<file path="config.mk">
export PLATFORM = sky130hd
export DESIGN_NAME = msfsm_sm_component
export DESIGN_NICKNAME = d
export VERILOG_FILES = /design/src/rtl/msfsm_sm_component.sv
export SDC_FILE = /design/constraint.sdc
export NUM_CORES = 1
export LEC_CHECK = 0
export CAP_MARGIN = 20
export CORE_ASPECT_RATIO = 1.2
export CORE_MARGIN = 2
export CORE_UTILIZATION = 43
export DETAILED_ROUTE_END_ITERATION = 6
export PLACE_DENSITY = 0.79
export SLEW_MARGIN = 20
export SYNTH_ARGS = -nofsm -noshare
export SYNTH_HDL_FRONTEND = slang
export SYNTH_SLANG_ARGS = --single-unit
</file>
<file path="constraint.sdc">
create_clock -name clk -period 1.8 [get_ports clk]
set_input_delay 0.18 -clock clk [delete_from_list [all_inputs] [get_ports clk]]
set_output_delay 0.18 -clock clk [all_outputs]
set_load 0.005 [all_outputs]
</file>
<file path="src/rtl/msfsm_sm_component.sv">
// Single-token state-machine component for MSFSM decompositions of free-choice Petri nets.
// Exactly one place is marked; one enabled transition fires per cycle, chosen by fixed priority or round-robin.
module msfsm_sm_component #(
    parameter int NPLACE     = 8,
    parameter int NTRANS     = 8,
    parameter int INIT_PLACE = 0,
    parameter logic [NTRANS*$clog2(NPLACE)-1:0] PRE_MAP  = '0,
    parameter logic [NTRANS*$clog2(NPLACE)-1:0] POST_MAP = '0,
    parameter int ARB_MODE   = 0,
    parameter int DL_TIMEOUT = 16
) (
    input  logic              clk,
    input  logic              reset,
    input  logic              en,
    input  logic              load,
    input  logic [NPLACE-1:0] d,
    input  logic [NTRANS-1:0] t_req,
    input  logic [NTRANS-1:0] t_guard,
    output logic [NPLACE-1:0] place,
    output logic [NTRANS-1:0] t_enabled,
    output logic [NTRANS-1:0] t_fire,
    output logic              deadlock,
    output logic              load_err
);
    localparam int PW  = $clog2(NPLACE);
    localparam int TW  = (NTRANS > 1) ? $clog2(NTRANS) : 1;
    localparam int TW1 = TW + 1;
    localparam int CW  = $clog2(DL_TIMEOUT + 1);

    localparam logic [NPLACE-1:0] ONE_P   = 1;
    localparam logic [NTRANS-1:0] ONE_T   = 1;
    localparam logic [NPLACE-1:0] INIT_OH = ONE_P << INIT_PLACE;
    localparam logic [TW-1:0]     LAST_T  = TW'(NTRANS - 1);
    localparam logic [CW-1:0]     DL_MAX  = CW'(DL_TIMEOUT);

    logic [NPLACE-1:0] place_q, place_d;
    logic [NTRANS-1:0] fire_q, fire_d;
    logic [TW-1:0]     ptr_q, ptr_d;
    logic [CW-1:0]     cnt_q, cnt_d;
    logic              dl_q, dl_d;
    logic              lerr_q, lerr_d;

    logic [NTRANS-1:0] req_pre;
    logic [NPLACE-1:0] post_oh [NTRANS];
    logic [TW-1:0]     win;
    logic              found;
    logic              blocked;
    logic [TW1-1:0]    cand;

    if (INIT_PLACE < 0 || INIT_PLACE >= NPLACE) begin : g_init_err
        $error("msfsm_sm_component: INIT_PLACE %0d out of range", INIT_PLACE);
    end

    // Per-transition decode of the pre/post maps; a bad index disables the transition.
    for (genvar gi = 0; gi < NTRANS; gi++) begin : g_trans
        localparam int PRE  = int'(PRE_MAP[gi*PW +: PW]);
        localparam int POST = int'(POST_MAP[gi*PW +: PW]);

        if (PRE >= NPLACE || POST >= NPLACE) begin : g_cfg_err
            $error("msfsm_sm_component: transition %0d maps to place >= NPLACE", gi);
        end

        if (PRE < NPLACE) begin : g_pre
            assign req_pre[gi] = place_q[PRE] & t_req[gi];
        end else begin : g_pre_bad
            assign req_pre[gi] = 1'b0;
        end

        assign post_oh[gi] = ONE_P << POST;
    end

    assign t_enabled = req_pre & t_guard;

    // Candidate scan: from 0 in fixed-priority mode, from the pointer with wrap in round-robin mode.
    always_comb begin
        found = 1'b0;
        win   = '0;
        cand  = '0;
        for (int i = 0; i < NTRANS; i++) begin
            if (ARB_MODE == 0) begin
                cand = TW1'(i);
            end else begin
                cand = {1'b0, ptr_q} + TW1'(i);
                if (cand >= TW1'(NTRANS)) begin
                    cand = cand - TW1'(NTRANS);
                end
            end
            if (!found && t_enabled[cand[TW-1:0]]) begin
                found = 1'b1;
                win   = cand[TW-1:0];
            end
        end
    end

    // Blocked: a requested transition has its pre-place marked but its external guard is low.
    assign blocked = en & ~load & (|req_pre) & ~found;

    always_comb begin
        place_d = place_q;
        fire_d  = '0;
        ptr_d   = ptr_q;
        cnt_d   = cnt_q;
        dl_d    = dl_q;
        lerr_d  = lerr_q;
        if (en) begin
            dl_d = (cnt_q == DL_MAX);
            if (load) begin
                cnt_d = '0;
                if ($onehot(d)) begin
                    place_d = d;
                    lerr_d  = 1'b0;
                end else begin
                    lerr_d  = 1'b1;
                end
            end else if (found) begin
                place_d = post_oh[win];
                fire_d  = ONE_T << win;
                cnt_d   = '0;
                if (ARB_MODE == 1) begin
                    ptr_d = (win == LAST_T) ? '0 : win + 1'b1;
                end
            end else if (blocked) begin
                if (cnt_q != DL_MAX) begin
                    cnt_d = cnt_q + 1'b1;
                end
            end else begin
                cnt_d = '0;
            end
        end
    end

    always_ff @(posedge clk or posedge reset) begin
        if (reset) begin
            place_q <= INIT_OH;
            fire_q  <= '0;
            ptr_q   <= '0;
            cnt_q   <= '0;
            dl_q    <= 1'b0;
            lerr_q  <= 1'b0;
        end else begin
            place_q <= place_d;
            fire_q  <= fire_d;
            ptr_q   <= ptr_d;
            cnt_q   <= cnt_d;
            dl_q    <= dl_d;
            lerr_q  <= lerr_d;
        end
    end

    assign place    = place_q;
    assign t_fire   = fire_q;
    assign deadlock = dl_q;
    assign load_err = lerr_q;

endmodule

</file>
==> results of run 1 <==
-- critical path, cell delays in order --
cell,delay (ps)
buf_8,90
inv_8,30
fa_1,510
fa_1,530
fa_1,420
inv_2,80
ha_4,130
inv_2,30
fa_2,500
nand4_1,130
nor2_4,210
a21oi_4,80
a32o_1,220
-- layout make-up --
class	count	area (um2)
Inverter	16	67.6
Fill cell	218	731
Clock buffer	3	22.5
Tap cell	36	45.0
Timing Repair Buffer	90	815
Multi-Input combinational cell	91	793
Sequential cell	23	577
Clock inverter	1	5.00
-- layout by cell type (no fill, tap or decap), drive strengths merged, types with 5 or more instances in the layout --
cell / count
inv: 16
nand3: 5
buf: 40
clkdlybuf4s50: 42
and3: 9
nand2: 12
dfrtp: 22
nor2: 10
dlygate4sd2: 6
ha: 5
a32o: 7
-- flip-flops by register name, summed over array words and instances (netlist names) --
register / count
place: 8
t_fire: 8
cnt_q: 5
deadlock: 1
load_err: 1
-- power groups by stage --
| stage | clock (mW) | combinational (mW) | sequential (mW) |
|---|---|---|---|
| final | 0.251 | 0.952 | 0.681 |
| after global routing | 0.280 | 1.02 | 0.691 |
| after CTS | 0.247 | 0.841 | 0.682 |
| after detailed placement | 0 | 0.783 | 0.701 |
| after global placement | 0 | 0.749 | 0.693 |
| after floorplan | 0 | 0.321 | 0.682 |
-- path summary, 6_finish.rpt --
path	startpoint	end	slack [ps]	cells past startpoint
max in group asynchronous	reset	place[0]	1350	3
min in group asynchronous	reset	place[4]	170	3
hold reg to reg	place[5]	place[5]	510	1
hold / removal	d[3]	place[3]	120	2
setup / recovery	d[3]	place[6]	-1110	13
setup reg to reg	place[0]	cnt_q[1]	40	6
-- kinds of logic after synthesis --
kind of cell / share of synthesized area [%]
flops: 42.1
fa+ha+maj: 10.4
compound gates: 18.7
mux: 2.38
simple gates: 21.0
buf+inv: 5.30
-- per-stage QoR --
step	util [%]	cell area, um2
floorplan	-	1400
global placement	71.3	2180
detailed placement	71.3	2180
CTS	73.5	2240
global route	76.1	2320
finish	76.1	2320
-- timing repair --
| action | in CTS | in global routing |
|---|---|---|
| pin swaps | 13 | 11 |
| gates cloned | 0 | 0 |
| setup endpoints to repair | 18 | 15 |
| resized for setup | 28 | 14 |
| buffers inserted | 4 | 4 |
-- metal layers --
metal | GRT usage, % | up-vias
met2 | 44.2 | 75
met3 | 4.11 | 17
met1 | 26.8 | 717
met4 | 11.6 | 0
met5 | 0 | -
li1 | - | 665
==> metrics.md, run 1 <==
| Metric | Value |
|---|---|
| Leakage power | `about 1.1 nW` |
| Net Sw Power | `around 0.61 mW` |
| Cells after Synth | `~130` |
| Grt ovf | `0` |
| Drt total wl | `about 4.2 mm` |
| Pwr Density | `~810 mW/mm2` |
| Clock latency on the worst-skew pair | `between 300 and 400 ps` |
| Status | `finished, violations left` |
| Crit end category | `flip-flop` |
| I/O Pins | `54` |
| DP HPWL | `~3.1 mm` |
| Worst IR Drop VDD | `between 0.0006 and 0.0007 V` |
| Avg Synthesized Cell Area | `roughly 10 um2` |
| Vias | `around 1500` |
| Root buffer cell | `clkbuf_4` |
| Final setup viols | `9` |
| Die height | `around 66 um` |
| Mapped Nets | `170` |
| GRT Total Usage | `24.0%` |
| Sequential power share | `between 30% and 40%` |
| Ys Warns | `0` |
| Metal1 wirelength | `roughly 1.6 mm` |
| Clk sinks | `23` |
| Yosys top cell area share | `between 40% and 50%` |
| First-pass GRT wire length | `approximately 6.9 mm` |
| Hold Buf Count CTS | `0` |
| #FFs+latches synth | `23` |
| Internal power | `1.27 mW` |
| Largest net degree at the start of global routing | `24` |
| Cell area after synthesis | `approximately 0.0014 mm2` |
| Switch share | `approximately 33%` |
| Clock share of power | `about an eighth` |
| Worst Hold Class | `input port to flip-flop` |
| Worst-path clk slew | `120 ps` |
| Max Cap Viol | `0` |
| Worst EP required | `2020 ps` |
| Cell taking the most area after synthesis | `dfrtp_1` |
| Cell with the most instances after synthesis | `dfrtp_1` |
| CP Class | `input port to flip-flop` |
| Met3 Wirelength | `260 um` |
| First-pass DRT Iterations | `4` |
| Syn-to-layout area delta | `69.8%` |
| Unrepaired setup endpoints after global routing | `yes` |
| Vias in the first global route | `1528` |
| Drt drc | `0` |
| Hold slack | `125 ps` |
| Register area share after synthesis | `a little over two fifths` |
| Failing checks | `setup timing` |
| Fin Clk Skew | `between 10 and 15 ps` |
| DIE AREA | `about 0.0037 mm2` |
| Placeable Area | `0.00306 mm2` |
| Layout Nets | `262` |
| DRT iter0 DRCs | `52` |
| CP Data Arrival Time | `around 3100 ps` |
| CTS tree | `yes` |
| Most used flip-flop cell after synthesis | `dfrtp_1` |
| DR top layer | `met4` |
| Diode count | `0` |
| # rows | `22` |
| Placed Instances | `about 250` |
| Pre-CTS setup slack | `-2060 ps` |
| Yosys cell types | `41` |
| Slew Viols, Final | `0` |
| Initial antenna violation count | `0` |
| Max Freq | `343 MHz` |
| Number of buffers created by CTS | `3` |
| CP startpoint kind | `input port` |
| Worst relative slew slack | `between 70% and 80%` |
| Wire length on met2 | `around 2.2 mm` |
| Setup TNS | `-9740 ps` |
| H-tree Lvls | `1` |
| Fin crit share | `162%` |
| Final WS setup | `-1110 ps` |
| Slew @ Worst Pin | `about 300 ps` |
| Commonest cells post-synth | `dfrtp_1 (22), inv_1 (16), nand2_1 (12)` |
| PortBufs | `53` |
| Largest cells by area after synthesis | `dfrtp_1 (40%), fa_1 (5.9%), a32o_1 (5.1%)` |
| Final count of hold timing violations | `0` |
| Total power | `1.88 mW` |
| Async set or reset register ratio after synthesis | `between 90% and 100%` |
| Clock buffer depth | `2` |
| Min Tclk post-route | `2910 ps` |
| Vias per cell | `around 5.7` |
| Die Width | `between 50 and 60 um` |
| Antenna Nets Post-Route | `0` |
| Placer Congestion | `a little under 0.9` |
| Post-synth EDFFs | `0` |
| Initial Util | `44.8%` |
| Layout cells sized above 1 | `approximately a third` |
| Combinational power share | `roughly 50%` |
| Worst-path fanout max | `7` |
| Final Non-Filler Cells | `260` |
| Wirelength per Cell | `about 16 um` |
Note: power is estimated with default switching activity, not from simulation.
==> run 2, diff against run 1 <==
--- a/config.mk
+++ b/config.mk
@@ -8,9 +8,10 @@
 export CAP_MARGIN = 20
 export CORE_ASPECT_RATIO = 1.2
 export CORE_MARGIN = 2
-export CORE_UTILIZATION = 43
+export CORE_UTILIZATION = 55
 export DETAILED_ROUTE_END_ITERATION = 6
-export PLACE_DENSITY = 0.79
+export DONT_BUFFER_PORTS = 1
+export PLACE_DENSITY = 0.7
 export SLEW_MARGIN = 20
 export SYNTH_ARGS = -nofsm -noshare
 export SYNTH_HDL_FRONTEND = slang
==> metrics.md, run 2 (same netlist as run 1, synthesis figures left out) <==
| Metric | Value |
|---|---|
| I/O Pins | `54` |
| Vias per cell | `roughly 6.2` |
| Final WS setup | `-1030 ps` |
| Initial Util | `roughly three fifths` |
| Die height | `58.7 um` |
| Antenna Nets Post-Route | `0` |
| Min Tclk post-route | `about 2800 ps` |
| Clk sinks | `23` |
| Finished Cell Area | `between 0.0015 and 0.002 mm2` |
| CP Class | `input port to flip-flop` |
| Final setup viols | `9` |
| Most frequent cells in the layout | `dfrtp_1 (22), nand2_1 (12), inv_1 (12), dlygate4sd3_1 (12), buf_4 (9)` |
| Worst-path clk slew | `approximately 120 ps` |
| GRT Total Usage | `a little under a quarter` |
| Internal power | `0.947 mW` |
| Clock share of power | `about 17%` |
| Slew Viols, Final | `0` |
| Total power | `~1.4 mW` |
| CTS tree | `yes` |
| DRT iter0 DRCs | `24` |
| Worst IR Drop VDD | `around 0.00068 V` |
| Root buffer cell | `clkbuf_4` |
| Worst Hold Class | `input port to flip-flop` |
| Worst relative slew slack | `approximately three quarters` |
| Failing checks | `setup timing` |
| CP startpoint kind | `input port` |
| Sequential power share | `48.8%` |
| H-tree Lvls | `1` |
| Diode count | `0` |
| Vias in the first global route | `1157` |
| First-pass GRT wire length | `~4.9 mm` |
| PortBufs | `0` |
| Worst EP required | `2020 ps` |
| Worst path cell trace | `inv_8, fa_1, fa_1, fa_1, inv_2, ha_4, inv_2, fa_2, nand4_1, nor2_4, a21oi_4, a32o_1` |
| Placer Congestion | `0.772` |
| Crit end category | `flip-flop` |
| Vias | `~1200` |
| Fin Clk Skew | `about 4.5 ps` |
| Unrepaired setup endpoints after global routing | `yes` |
| Initial antenna violation count | `0` |
| Clock buffer depth | `2` |
| Drt drc | `0` |
| Syn-to-layout area delta | `22.6%` |
| Drt total wl | `3.20 mm` |
| Pre-CTS setup slack | `-1440 ps` |
| Worst path most repeated cell | `fa_1` |
| Worst stage delay on the critical path | `between 500 and 600 ps` |
| Placeable Area | `~0.0023 mm2` |
| Max Cap Viol | `0` |
| Grt ovf | `0` |
| Net Sw Power | `0.471 mW` |
| Leakage power | `approximately 0.77 nW` |
| Worst-path fanout max | `7` |
| Wirelength per Cell | `about 17 um` |
| Layout Nets | `between 150 and 200` |
| Status | `finished, violations left` |
| Clock latency on the worst-skew pair | `between 300 and 400 ps` |
| Layout cells sized above 1 | `between 20% and 30%` |
| # rows | `19` |
| Switch share | `33.2%` |
| CP Data Arrival Time | `approximately 3000 ps` |
| Die Width | `slightly below 50 um` |
| Largest net degree at the start of global routing | `24` |
| Slew @ Worst Pin | `~370 ps` |
| Final count of hold timing violations | `0` |
| Reg2Reg Setup Slack | `around 80 ps` |
| Number of buffers created by CTS | `3` |
| Combinational power share | `between 30% and 40%` |
| Most common library cell in the layout ignoring fill and taps | `dfrtp_1` |
| First-pass DRT Iterations | `4` |
| Cell Area, Placed | `between 0.001 and 0.0015 mm2` |
| Slowest CP cell | `fa_1` |
| Max Freq | `about 350 MHz` |
| Fin crit share | `157%` |
| Pwr Density | `845 mW/mm2` |
| DIE AREA | `around 0.0029 mm2` |
| Hold slack | `15.6 ps` |
| DP HPWL | `2.29 mm` |
run 2: changes by cell type in the layout (fill, tap and decap cells not counted), moves of 2 or more:
cell | previous run | this run
dlygate4sd3_1 | 0 | 12
inv_2 | 4 | 2
dlygate4sd2_1 | 6 | 0
clkdlybuf4s50_1 | 42 | 0
buf_4 | 33 | 9
buf_6 | 5 | 0
run 2: layout make-up:
| class | count | area (um2) |
|---|---|---|
| well taps | 31 | 38.8 |
| multi-input cells | 91 | 773 |
| fillers | 177 | 652 |
| clock buffers | 4 | 26.3 |
| repair buffers | 21 | 188 |
| inverters | 16 | 75.1 |
| flip-flops and latches | 23 | 577 |
run 2: per-layer routing:
| layer | global-route usage (%) | share of wire, % | vias to the layer above | routed length [um] |
|---|---|---|---|---|
| li1 | - | - | 528 | - |
| met1 | 25.9 | 40 | 563 | 1280 |
| met2 | 40.8 | 51 | 63 | 1630 |
| met3 | 3.81 | 7.0 | 8 | 225 |
| met4 | 11.9 | 2.1 | 0 | 66 |
| met5 | 0 | 0 | - | 0 |
run 2: worst max-delay path, delay by kind of cell:
kind                     cells  cell delay [ps]
buffers and inverters        3              140
adder cells (fa/ha/maj)      5             2100
AO/OA/AOI/OAI                2              290
AND/OR/NAND/NOR              2              320
run 2: stage by stage:
step                util (%)  TNS [ps]  instances
floorplan                  -    -11860        133
global placement        63.4    -11820        168
detailed placement      63.4    -12740        168
CTS                     70.1     -8840        183
global route            72.0     -9500        186
finish                  72.0     -9070        186
run 2: power groups by stage:
stage | clock network, mW | logic (mW) | registers, mW
2_1_floorplan | 0 | 0.321 | 0.682
3_3_place_gp | 0 | 0.396 | 0.702
3_5_place_dp | 0 | 0.422 | 0.704
4_1_cts | 0.250 | 0.469 | 0.694
5_1_grt | 0.264 | 0.532 | 0.705
6_report | 0.238 | 0.487 | 0.692
run 2: worst paths after layout:
path	from	end	cells after the start
min reg2reg	place[5]	place[5]	1
min	d[5]	place[5]	1
max reg2reg	place[0]	t_fire[2]	5
max in group asynchronous	reset	place[0]	3
min in group asynchronous	reset	place[3]	3
max	d[1]	place[4]	12
run 2: timing repair:
item / 4_1_cts / 5_1_grt
resized for setup: 6 / 3
endpoints found under the setup margin: 9 / 11
hold buffers: 10 / 2
pin swaps: 4 / 4
hold endpoints to repair: 29 / 2
setup buffers: 1 / 1
==> run 3, diff against run 2 <==
--- a/config.mk
+++ b/config.mk
@@ -11,6 +11,7 @@
 export CORE_UTILIZATION = 55
 export DETAILED_ROUTE_END_ITERATION = 6
 export DONT_BUFFER_PORTS = 1
+export GPL_TIMING_DRIVEN = 0
 export PLACE_DENSITY = 0.7
 export SLEW_MARGIN = 20
 export SYNTH_ARGS = -nofsm -noshare
==> metrics.md, run 3 (same netlist as run 1, synthesis figures left out) <==
| Metric | Value |
|---|---|
| Reg2Reg Setup Slack | `approximately 90 ps` |
| Layout Nets | `between 150 and 200` |
| Cell Area, Placed | `0.00144 mm2` |
| Leakage power | `0.737 nW` |
| Internal power | `0.914 mW` |
| Layout cells sized above 1 | `about a fifth` |
| CP Data Arrival Time | `3070 ps` |
| CTS tree | `yes` |
| Largest net degree at the start of global routing | `24` |
| H-tree Lvls | `1` |
| Die Width | `49.5 um` |
| Clock share of power | `17.4%` |
| I/O Pins | `between 50 and 60` |
| GRT Total Usage | `between 20 and 25%` |
| # rows | `19` |
| Hold endpoint | `place[1]` |
| Vias per cell | `6.27` |
| Worst-path clk slew | `120 ps` |
| Most frequent cells in the layout | `dfrtp_1 (22), inv_1 (13), nand2_1 (12), and3_1 (9), nor2_1 (8)` |
| Clock latency on the worst-skew pair | `roughly 320 ps` |
| Failing checks | `setup timing` |
| Clk sinks | `23` |
| Syn-to-layout area delta | `16.7%` |
| Worst EP required | `about 2000 ps` |
| Final core occ | `approximately 69%` |
| PortBufs | `0` |
| Wirelength per Cell | `about 17 um` |
| Total power | `1.39 mW` |
| Min Tclk post-route | `~2900 ps` |
| Fin Clk Skew | `between 3 and 4 ps` |
| Fin crit share | `159%` |
| Initial Util | `about three fifths` |
| Worst Hold Class | `input port to flip-flop` |
| Pwr Density | `~870 mW/mm2` |
| Unrepaired setup endpoints after global routing | `yes` |
| Hold path cells | `1` |
| Vias in the first global route | `roughly 1100` |
| Most common library cell in the layout ignoring fill and taps | `dfrtp_1` |
| Sequential power share | `between 50% and 60%` |
| DRT iter0 DRCs | `22` |
| Placeable Area | `approximately 0.0023 mm2` |
| First-pass DRT Iterations | `4` |
| Final WS setup | `-1060 ps` |
| Vias | `about 1100` |
| Finished Cell Area | `0.00160 mm2` |
| Status | `finished, violations left` |
| Worst-path fanout max | `7` |
| Initial antenna violation count | `0` |
| CP Class | `input port to flip-flop` |
| Root buffer cell | `clkbuf_4` |
| Grt ovf | `0` |
| Drt drc | `0` |
| Hold_sp | `d[1]` |
| Net Sw Power | `approximately 0.47 mW` |
| First-pass GRT wire length | `~5 mm` |
| Final Non-Filler Cells | `180` |
| Crit Reg-Reg Startpoint | `cnt_q[0]` |
| Placed Instances | `between 150 and 200` |
| Switch share | `34.1%` |
| Worst IR Drop VDD | `roughly 0.0006 V` |
| Max Freq | `350 MHz` |
| Placer Congestion | `approximately 0.75` |
| DP HPWL | `2.20 mm` |
| Antenna Nets Post-Route | `0` |
| R2r endpoint | `cnt_q[1]` |
| Combinational power share | `between 30% and 40%` |
| Drt total wl | `3.10 mm` |
| R2R cell count | `6` |
| Max Cap Viol | `0` |
| Slew @ Worst Pin | `851 ps` |
| Die height | `a little under 60 um` |
| CP startpoint kind | `input port` |
| Final setup viols | `9` |
| Number of buffers created by CTS | `3` |
| Worst relative slew slack | `a little over two fifths` |
| DIE AREA | `~0.0029 mm2` |
| Clock buffer depth | `2` |
| Slew Viols, Final | `0` |
| Diode count | `0` |
| Final count of hold timing violations | `0` |
| Crit end category | `flip-flop` |
run 3: routing by layer:
metal | track usage (%) | share of wire (%) | wire length (um) | up-vias
met5 | 0 | 0 | 0 | -
met4 | 10.3 | 2.0 | 61 | 0
met3 | 4.31 | 6.5 | 201 | 7
met2 | 39.8 | 50 | 1550 | 55
met1 | 26.6 | 41 | 1290 | 547
li1 | - | - | - | 519
run 3: cell type report:
class,instances,area [um2]
plain buffers,3,13.8
well taps,31,38.8
inverters,16,75.1
multi-input cells,91,759
fillers,200,732
flip-flops and latches,23,577
clock buffers,4,26.3
repair buffers,12,108
run 3: through the flow:
step                      hold WS (ps)  TNS [ps]  setup WS (ps)
after global placement             278    -13290          -1510
after detailed placement           290    -13790          -1560
after global routing              6.29    -10270          -1160
after CTS                        0.868     -9220          -1040
after floorplan                    181    -11860          -1340
final                             14.7     -9330          -1060
run 3: timing repair:
item | in CTS | in global routing
hold buffers | 5 | 2
endpoints found under the setup margin | 10 | 14
pin swaps | 4 | 2
endpoints found under the hold margin | 25 | 2
setup buffers | 3 | 2
resized for setup | 5 | 2
run 3: critical path, cell delays in order:
cell,delay (ps)
inv_8,10
fa_1,550
fa_1,430
fa_1,440
inv_1,70
ha_2,180
inv_2,40
fa_2,500
nand4_1,130
nor2_4,230
a21oi_4,80
a32o_1,230
run 3: worst max path at each step:
stage / cells after the start / slack, ps / from / end
after floorplan: 12 / -1340 / d[3] / place[3]
after global placement: 12 / -1510 / d[3] / place[3]
after detailed placement: 13 / -1560 / d[3] / place[4]
after CTS: 13 / -1040 / d[1] / place[4]
after global routing: 13 / -1160 / d[1] / place[1]
final: 12 / -1060 / d[1] / place[4]
run 3: power by group through the flow:
stage | Clock [mW] | Sequential [mW] | Combinational (mW)
after detailed placement | 0 | 0.706 | 0.389
after CTS | 0.245 | 0.697 | 0.427
after global placement | 0 | 0.702 | 0.375
final | 0.241 | 0.694 | 0.452
after global routing | 0.272 | 0.705 | 0.502
after floorplan | 0 | 0.682 | 0.321
